`src/rtl/mem_init_watchdog.sv`:
```
// DDR bring-up supervisor: holds the memory reset controller in reset until the PLL is
// locked, waits for calibration, and retries a bounded number of times before giving up.
//
// state       | meaning
// ------------+--------------------------------------------------------------
// ST_WAIT_CLK | PLL not locked; memory held in reset
// ST_RESET    | reset pulse of RESET_CYCLES in progress
// ST_WAIT_OK  | reset released; waiting for a stable mem_ok or the timeout
// ST_READY    | memory up; any loss of mem_ok is a failure
// ST_FAILED   | retries exhausted; sticky until reset or force_retry
module mem_init_watchdog #(
    parameter int RESET_CYCLES   = 64,
    parameter int TIMEOUT_CYCLES = 16777216,
    parameter int STABLE_CYCLES  = 256,
    parameter int MAX_RETRIES    = 3
) (
    input  logic                             clock,
    input  logic                             reset,
    input  logic                             clock_ok,
    input  logic                             mem_ok,
    input  logic                             force_retry,
    output logic                             mem_reset_req,
    output logic                             mem_ready,
    output logic                             mem_failed,
    output logic [$clog2(MAX_RETRIES+1)-1:0] retry_count
);
    localparam int CNT_W = $clog2(TIMEOUT_CYCLES);
    localparam int STB_W = $clog2(STABLE_CYCLES + 1);
    localparam int RTY_W = $clog2(MAX_RETRIES + 1);

    localparam logic [CNT_W-1:0] RESET_LAST   = CNT_W'(RESET_CYCLES - 1);
    localparam logic [CNT_W-1:0] TIMEOUT_LAST = CNT_W'(TIMEOUT_CYCLES - 1);
    localparam logic [STB_W-1:0] STABLE_LAST  = STB_W'(STABLE_CYCLES - 1);
    localparam logic [STB_W-1:0] STABLE_MAX   = STB_W'(STABLE_CYCLES);
    localparam logic [RTY_W-1:0] RETRY_MAX    = RTY_W'(MAX_RETRIES);

    localparam logic [2:0] ST_WAIT_CLK = 3'd0;
    localparam logic [2:0] ST_RESET    = 3'd1;
    localparam logic [2:0] ST_WAIT_OK  = 3'd2;
    localparam logic [2:0] ST_READY    = 3'd3;
    localparam logic [2:0] ST_FAILED   = 3'd4;

    (* ASYNC_REG = "TRUE" *) logic [2:0] clock_ok_sync;
    (* ASYNC_REG = "TRUE" *) logic [2:0] mem_ok_sync;
    logic clock_ok_s;
    logic mem_ok_s;

    logic [2:0]       state;
    logic [2:0]       state_nxt;
    logic [CNT_W-1:0] cnt;
    logic [STB_W-1:0] stable_cnt;
    logic [RTY_W-1:0] retry_nxt;
    logic             restart;
    logic             fail_evt;
    logic             entering;

    always_ff @(posedge clock) begin
        if (reset) begin
            clock_ok_sync <= '0;
            mem_ok_sync   <= '0;
        end else begin
            clock_ok_sync <= {clock_ok_sync[1:0], clock_ok};
            mem_ok_sync   <= {mem_ok_sync[1:0], mem_ok};
        end
    end

    assign clock_ok_s = clock_ok_sync[2];
    assign mem_ok_s   = mem_ok_sync[2];

    always_comb begin
        state_nxt = state;
        retry_nxt = retry_count;
        restart   = 1'b0;
        fail_evt  = 1'b0;
        if (!clock_ok_s && state != ST_FAILED) begin
            state_nxt = ST_WAIT_CLK;
        end else if (force_retry) begin
            state_nxt = ST_RESET;
            retry_nxt = '0;
            restart   = 1'b1;
        end else begin
            case (state)
                ST_WAIT_CLK: state_nxt = ST_RESET;
                ST_RESET: begin
                    if (cnt == RESET_LAST) state_nxt = ST_WAIT_OK;
                end
                // Reaching stability on the timeout cycle still counts as success.
                ST_WAIT_OK: begin
                    if (mem_ok_s && stable_cnt == STABLE_LAST) state_nxt = ST_READY;
                    else if (cnt == TIMEOUT_LAST)               fail_evt  = 1'b1;
                end
                ST_READY: begin
                    if (!mem_ok_s) fail_evt = 1'b1;
                end
                ST_FAILED: state_nxt = ST_FAILED;
                default:   state_nxt = ST_WAIT_CLK;
            endcase
            if (fail_evt) begin
                if (retry_count == RETRY_MAX) begin
                    state_nxt = ST_FAILED;
                end else begin
                    state_nxt = ST_RESET;
                    retry_nxt = retry_count + RTY_W'(1);
                end
            end
        end
        // A force_retry inside RESET is a fresh entry, so the pulse restarts.
        entering = restart || (state_nxt != state);
    end

    always_ff @(posedge clock) begin
        if (reset) begin
            state         <= ST_WAIT_CLK;
            cnt           <= '0;
            stable_cnt    <= '0;
            retry_count   <= '0;
            mem_reset_req <= 1'b1;
            mem_ready     <= 1'b0;
            mem_failed    <= 1'b0;
        end else begin
            state       <= state_nxt;
            retry_count <= retry_nxt;

            if (entering) cnt <= '0;
            else if (state == ST_RESET || state == ST_WAIT_OK) cnt <= cnt + CNT_W'(1);

            if (entering || state != ST_WAIT_OK || !mem_ok_s) stable_cnt <= '0;
            else if (stable_cnt != STABLE_MAX) stable_cnt <= stable_cnt + STB_W'(1);

            mem_reset_req <= (state_nxt == ST_WAIT_CLK) || (state_nxt == ST_RESET) ||
                             (state_nxt == ST_FAILED);
            mem_ready     <= (state_nxt == ST_READY);
            mem_failed    <= (state_nxt == ST_FAILED);
        end
    end
endmodule

```
`config.mk`:
```
export PLATFORM = sky130hd
export DESIGN_NAME = mem_init_watchdog
export DESIGN_NICKNAME = d
export VERILOG_FILES = /design/src/rtl/mem_init_watchdog.sv
export SDC_FILE = /design/constraint.sdc
export NUM_CORES = 1
export LEC_CHECK = 0
export CORE_AREA = 2 2 88 90
export DETAILED_ROUTE_END_ITERATION = 6
export DIE_AREA = 0 0 90 92
export PLACE_DENSITY = 0.59
export REMOVE_ABC_BUFFERS = 1
export SLEW_MARGIN = 20
export SYNTH_ARGS = -nofsm -noshare
export SYNTH_HDL_FRONTEND = slang
export SYNTH_SLANG_ARGS = --single-unit
```
`constraint.sdc`:
```
create_clock -name clock -period 3.65 [get_ports clock]
set_input_delay 0.5475 -clock clock [delete_from_list [all_inputs] [get_ports clock]]
set_output_delay 0.5475 -clock clock [all_outputs]
set_load 0.02 [all_outputs]
```
### Word-level counts from Yosys, hierarchy flattened

Index checks and enable logic that the tools add are counted.
Widths: inputs -> output; s select.

* ROM bits: 0
* memory bits (writable): 0
* bits in latches: 0
* input port bits: 5
* memories: 0
* flip-flop bits (word level): 47

* $add $sub $neg: 3
* $mul: 0
* divide/modulo/power cells: 0
* multiplexer cells: 18
* magnitude comparators: 0
* shift-type cells: 0
* equality and inequality tests: 16
* reductions and logical operators: 16
* bitwise operators: 1

Operator list (number)
* $add 24x1->24 const B: 1
* $eq 24x24->1 const B: 1
* $eq 24x6->1 const B: 1
* $mux 3: 6
* $pmux 3 s5: 1
* $add 9x1->9 const B: 1
* $eq 3x2->1 const B: 3
* $eq 9x8->1 const B: 1
* $ne 9x9->1 const B: 1
* $mux 1: 7
* $eq 3x1->1 const B: 2
* $eq 3x3->1 const B: 2
* $logic_not 3->1: 2
* $logic_or 1x1->1: 6
* $mux 2: 3
* $reduce_or 2->1: 2
* $ne 3x2->1 const B: 1
* $ne 3x3->1: 1
* $ne 3x3->1 const B: 1
* $reduce_and 3->1: 1
* $add 2x1->2 const B: 1
* $eq 2x2->1 const B: 1
* $logic_and 1x1->1: 2
* $logic_not 1->1: 2
* 4 further kinds: 4

### Depth between registers and ports, before layout

* depth in word-level cells: 14
* mapped depth: 11
* depth with buffers taken out: 10

### Worst setup path after synthesis

OpenSTA, ideal clock, no wires.

* path type: register -> register
* start point: register stable_cnt[0]
* end point: register cnt[19]
* cell stages (with the launch flop): 12
* arrival time: 2.114 ns
* setup slack: 1.474 ns
* cells stage by stage: dfxtp_1 > ha_1 > nand3_1 > nor2_1 > ha_1 > a21boi_0 > and4_4 > a21o_2 > a2111oi_4 > buf_4 > nand2_1 > nor2_2

* word-level cells in the longest chain between the ends: 12
* elaborated cells on any way between the ends: 14
* classes of those cells: 2 x eq/ne; 9 x mux; 3 x reduce/logical

RTL lines
* start: declaration: line 51 `logic [STB_W-1:0] stable_cnt;`
* start signal: assignment: line 128 `else if (stable_cnt != STABLE_MAX) stable_cnt <= stable_cnt + STB_W'(1);`
* $eq 9x8->1 *: line 89 `if (mem_ok_s && stable_cnt == STABLE_LAST) state_nxt = ST_READY;`
* $logic_and 1x1->1 *: line 89
* $mux 1: line 89
* $pmux 1 s2: line 82 `case (state)`
* $mux 1: line 77 `end else if (force_retry) begin`
* $mux 1: line 75 `if (!clock_ok_s && state != ST_FAILED) begin`
* $mux 3 *: line 98 `if (fail_evt) begin`
* $mux 3 *: line 77
* $mux 3 *: line 75
* $ne 3x3->1 *: line 108 `entering = restart || (state_nxt != state);`
* $logic_or 1x1->1 *: line 108
* $reduce_or 2->1 (no source line) *
* end signal: assignment: line 125 `else if (state == ST_RESET || state == ST_WAIT_OK) cnt <= cnt + CNT_W'(1);`
* end: declaration: line 50 `logic [CNT_W-1:0] cnt;`

Every way passes the cells marked *; elsewhere a longest branch is shown, timed or not. The select of a mux whose other input is x is not followed.
A chain may end at the register's enable or synchronous reset.

### Final worst setup path

* start point: register stable_cnt[0]
* end point: register cnt[1]

The elaborated chain is that of the path after synthesis.

==> impl_metrics.toml <==
[worst_setup_path]
cp.arrival_ns = 2.88
rr_worst_depth = 10
cp-end-kind = "flop"
r2r_start = "stable_cnt[0]"
worst-path-max-fanout = 12
setup.worst_path.class = "reg2reg"
worstSetupStartpointType = "flop"
reg2reg_setup_slack_ns = 0.99
worstPathRequired_ns = 3.87
rr_endpoint = "cnt[1]"

[power]
p_clk_share_pct = 41.7
p_leak_nw = 0.936
power_frac_seq_pct = 54.8
p_sw_share_pct = 22.3
power_density_nw_per_um2 = 362
power_frac_comb_pct = 3.6
internal_power_mw = 0.736
switchingPower_mw = 0.211
ir_drop_mv = 0.256

[sta]
setup_viol = 0
relSlewSlack_pct = 41.9
finalHoldViolCount = 0
fmax_mhz = 376
finClkSkew_ns = 0.0112
fin_hold_ws_ns = 0.446
finalMaxSlewViolations = 0
min_period_ns = 2.66
grt_setup_unrepaired = "no"
setup_tns_ns = 0
worst_pin_slew_ns = 0.864
fin_crit_sh_pct = 72.8

[cells_and_area]
final_cells = 375
mostFrequentLayoutCell = "dfxtp_1"
diodes = 0
drive_above_1_share_pct = 9.89
layout_common_cells = "dfxtp_1, nor2_1, nand2_1"
final_area_sq_um = 2610
areaGrowthSynthToFinish_pct = 12.0
layout.nets = 282

[floorplanning]
core_sq_um = 7450
initial_core_util_pct = 31.3
fp.dieArea_sq_um = 8280
die_y_um = 92
io_pins = 10
rows = 32
die_x_um = 90

[clock_network]
htreeDepth = 2
clk_latency_ns = 0.30
cts_resized = 0
post-cts-setup-buffer-count = 0
cts_root_buf = "clkbuf_8"
cts.path.max_buffers = 2
cts_made_buffers = 5
clk_pin_slew_ns = 0.09
hold_buffers = 0
cts_sinks = 47
cts_tree = "done"

[routing]
wl_per_cell_um = 11.6
route.top_layer_used = "met4"
wl_met1_um = 2130
drc = 0
antenna_left = 0
dr_wl_met3_um = 104
wl_met2_um = 2040
vias_per_cell = 4.71
drt-initial-drc-count = 79
totalWireLength_um = 4330
dr_total_vias = 1765
drt_pass1_iterations = 4

[place]
place_hpwl_um = 3070
io_buffers = 9
routabilityCongestion = 0.763
post-place-cells = 367
post_dp_cell_area_sq_um = 2500

[logic_synthesis]
yosysSeqAreaShare_pct = 40.3
synth-edff-count = 0
ys_async_sr_fraction_pct = 0
synth.distinct_cells = 47
syn-instance-count = 263
ys_warn_count = 0
synth.ff_latch_count = 47
ys.flop_type = "dfxtp_1"
synth.avg_cell_area_sq_um = 8.87
synth_area_sq_um = 2330

[global_routing]
grt_max_degree = 25
grt_pass1_wl_um = 7650
overflow = 0
antenna_found_initial = 0
grt.total_usage_pct = 11.2
first_global_vias = 1698

[status]
status = "complete, no violations"

[worst_hold_path]
holdPathStages = 1
worstHoldStart = "mem_ok_sync[0]"
hp-class = "reg2reg"
hold_end = "mem_ok_sync[1]"

[flow_run]
maxCapViolCount = 0
==> synthesized netlist by cell type (3+ instances only) <==
cell / n / area share (%)
nor2_2: 4 / 1.1
and4_1: 3 / 1.1
nand4_1: 9 / 2.4
o21ai_0: 3 / 0.64
a21oi_1: 7 / 1.5
nand3_1: 14 / 3.0
nor4_1: 5 / 1.3
nor3_1: 6 / 1.3
nor2b_1: 6 / 1.6
dfxtp_1: 47 / 40
xor2_1: 9 / 3.4
inv_1: 6 / 0.97
nor3b_1: 3 / 0.97
ha_1: 5 / 2.7
nand2_1: 36 / 5.8
nor2_1: 40 / 6.4
xnor2_1: 22 / 8.3
and3_1: 3 / 0.80
==> through the flow <==
stage / total power, mW / worst slack (ns) / util, %
4_1_cts: 0.960 / 0.941 / 35.1
6_report: 0.946 / 0.991 / 35.1
2_1_floorplan: 0.549 / 1.07 / -
5_1_grt: 0.982 / 0.736 / 35.1
3_5_place_dp: 0.565 / 0.979 / 33.5
3_3_place_gp: 0.564 / 1.08 / 33.5
==> kinds of logic (layout without fill, tap and decap cells) <==
| logic type | after synthesis | in the layout | share of synthesized area (%) |
|---|---|---|---|
| muxes | 1 | 1 | 0.429 |
| adders and majority gates | 5 | 5 | 2.68 |
| and+or+nand+nor | 142 | 142 | 32.7 |
| AOI/OAI and AO/OA | 20 | 20 | 6.87 |
| xor gates and xnor gates | 32 | 32 | 12.8 |
| DFF | 47 | 47 | 40.3 |
| buffers and inverters | 16 | 26 | 4.18 |
==> power groups by stage <==
| stage | combinational, mW | clock (mW) | sequential [mW] |
|---|---|---|---|
| detailed placement | 0.0346 | 0 | 0.530 |
| global route | 0.0372 | 0.426 | 0.519 |
| CTS | 0.0346 | 0.407 | 0.518 |
| global placement | 0.0341 | 0 | 0.530 |
| finish | 0.0337 | 0.394 | 0.518 |
| floorplan | 0.0194 | 0 | 0.530 |
==> cell type report <==
class	instances	area, sq um
clock inverter	3	46.3
sequential	47	941
tap	102	128
timing repair buffer	12	113
clock buffer	5	68.8
multi-input combinational	200	1290
fill	795	4830
inverter	6	22.5
==> worst max path at each step <==
stage,startpoint,endpoint
2_1_floorplan,stable_cnt[0],stable_cnt[8]
3_3_place_gp,force_retry,cnt[1]
3_5_place_dp,stable_cnt[0],cnt[1]
4_1_cts,stable_cnt[0],cnt[1]
5_1_grt,stable_cnt[0],cnt[1]
6_report,stable_cnt[0],cnt[1]
==> metal layers <==
metal	track usage (%)	vias to the layer above
met3	2.47	6
li1	-	912
met5	0	-
met4	3.59	0
met1	14.0	826
met2	19.0	21
==> sequential cells by signal (all words and copies together) (netlist names), 2 cells and up <==
| signal | count |
|---|---|
| clock_ok_sync | 3 |
| cnt | 24 |
| stable_cnt | 9 |
| mem_ok_sync | 3 |
| state | 3 |
| retry_count | 2 |
==> worst max-delay path, cell delays in order, from the launching register on <==
cell       delay [ns]
dfxtp_1          0.39
ha_1             0.25
nand3_1          0.10
nor2_1           0.11
ha_1             0.17
a21boi_0         0.09
and4_4           0.21
a21o_2           0.25
a2111oi_4        0.53
buf_4            0.29
nor3b_1          0.18
No activity file was read; power rests on OpenSTA's default activity.
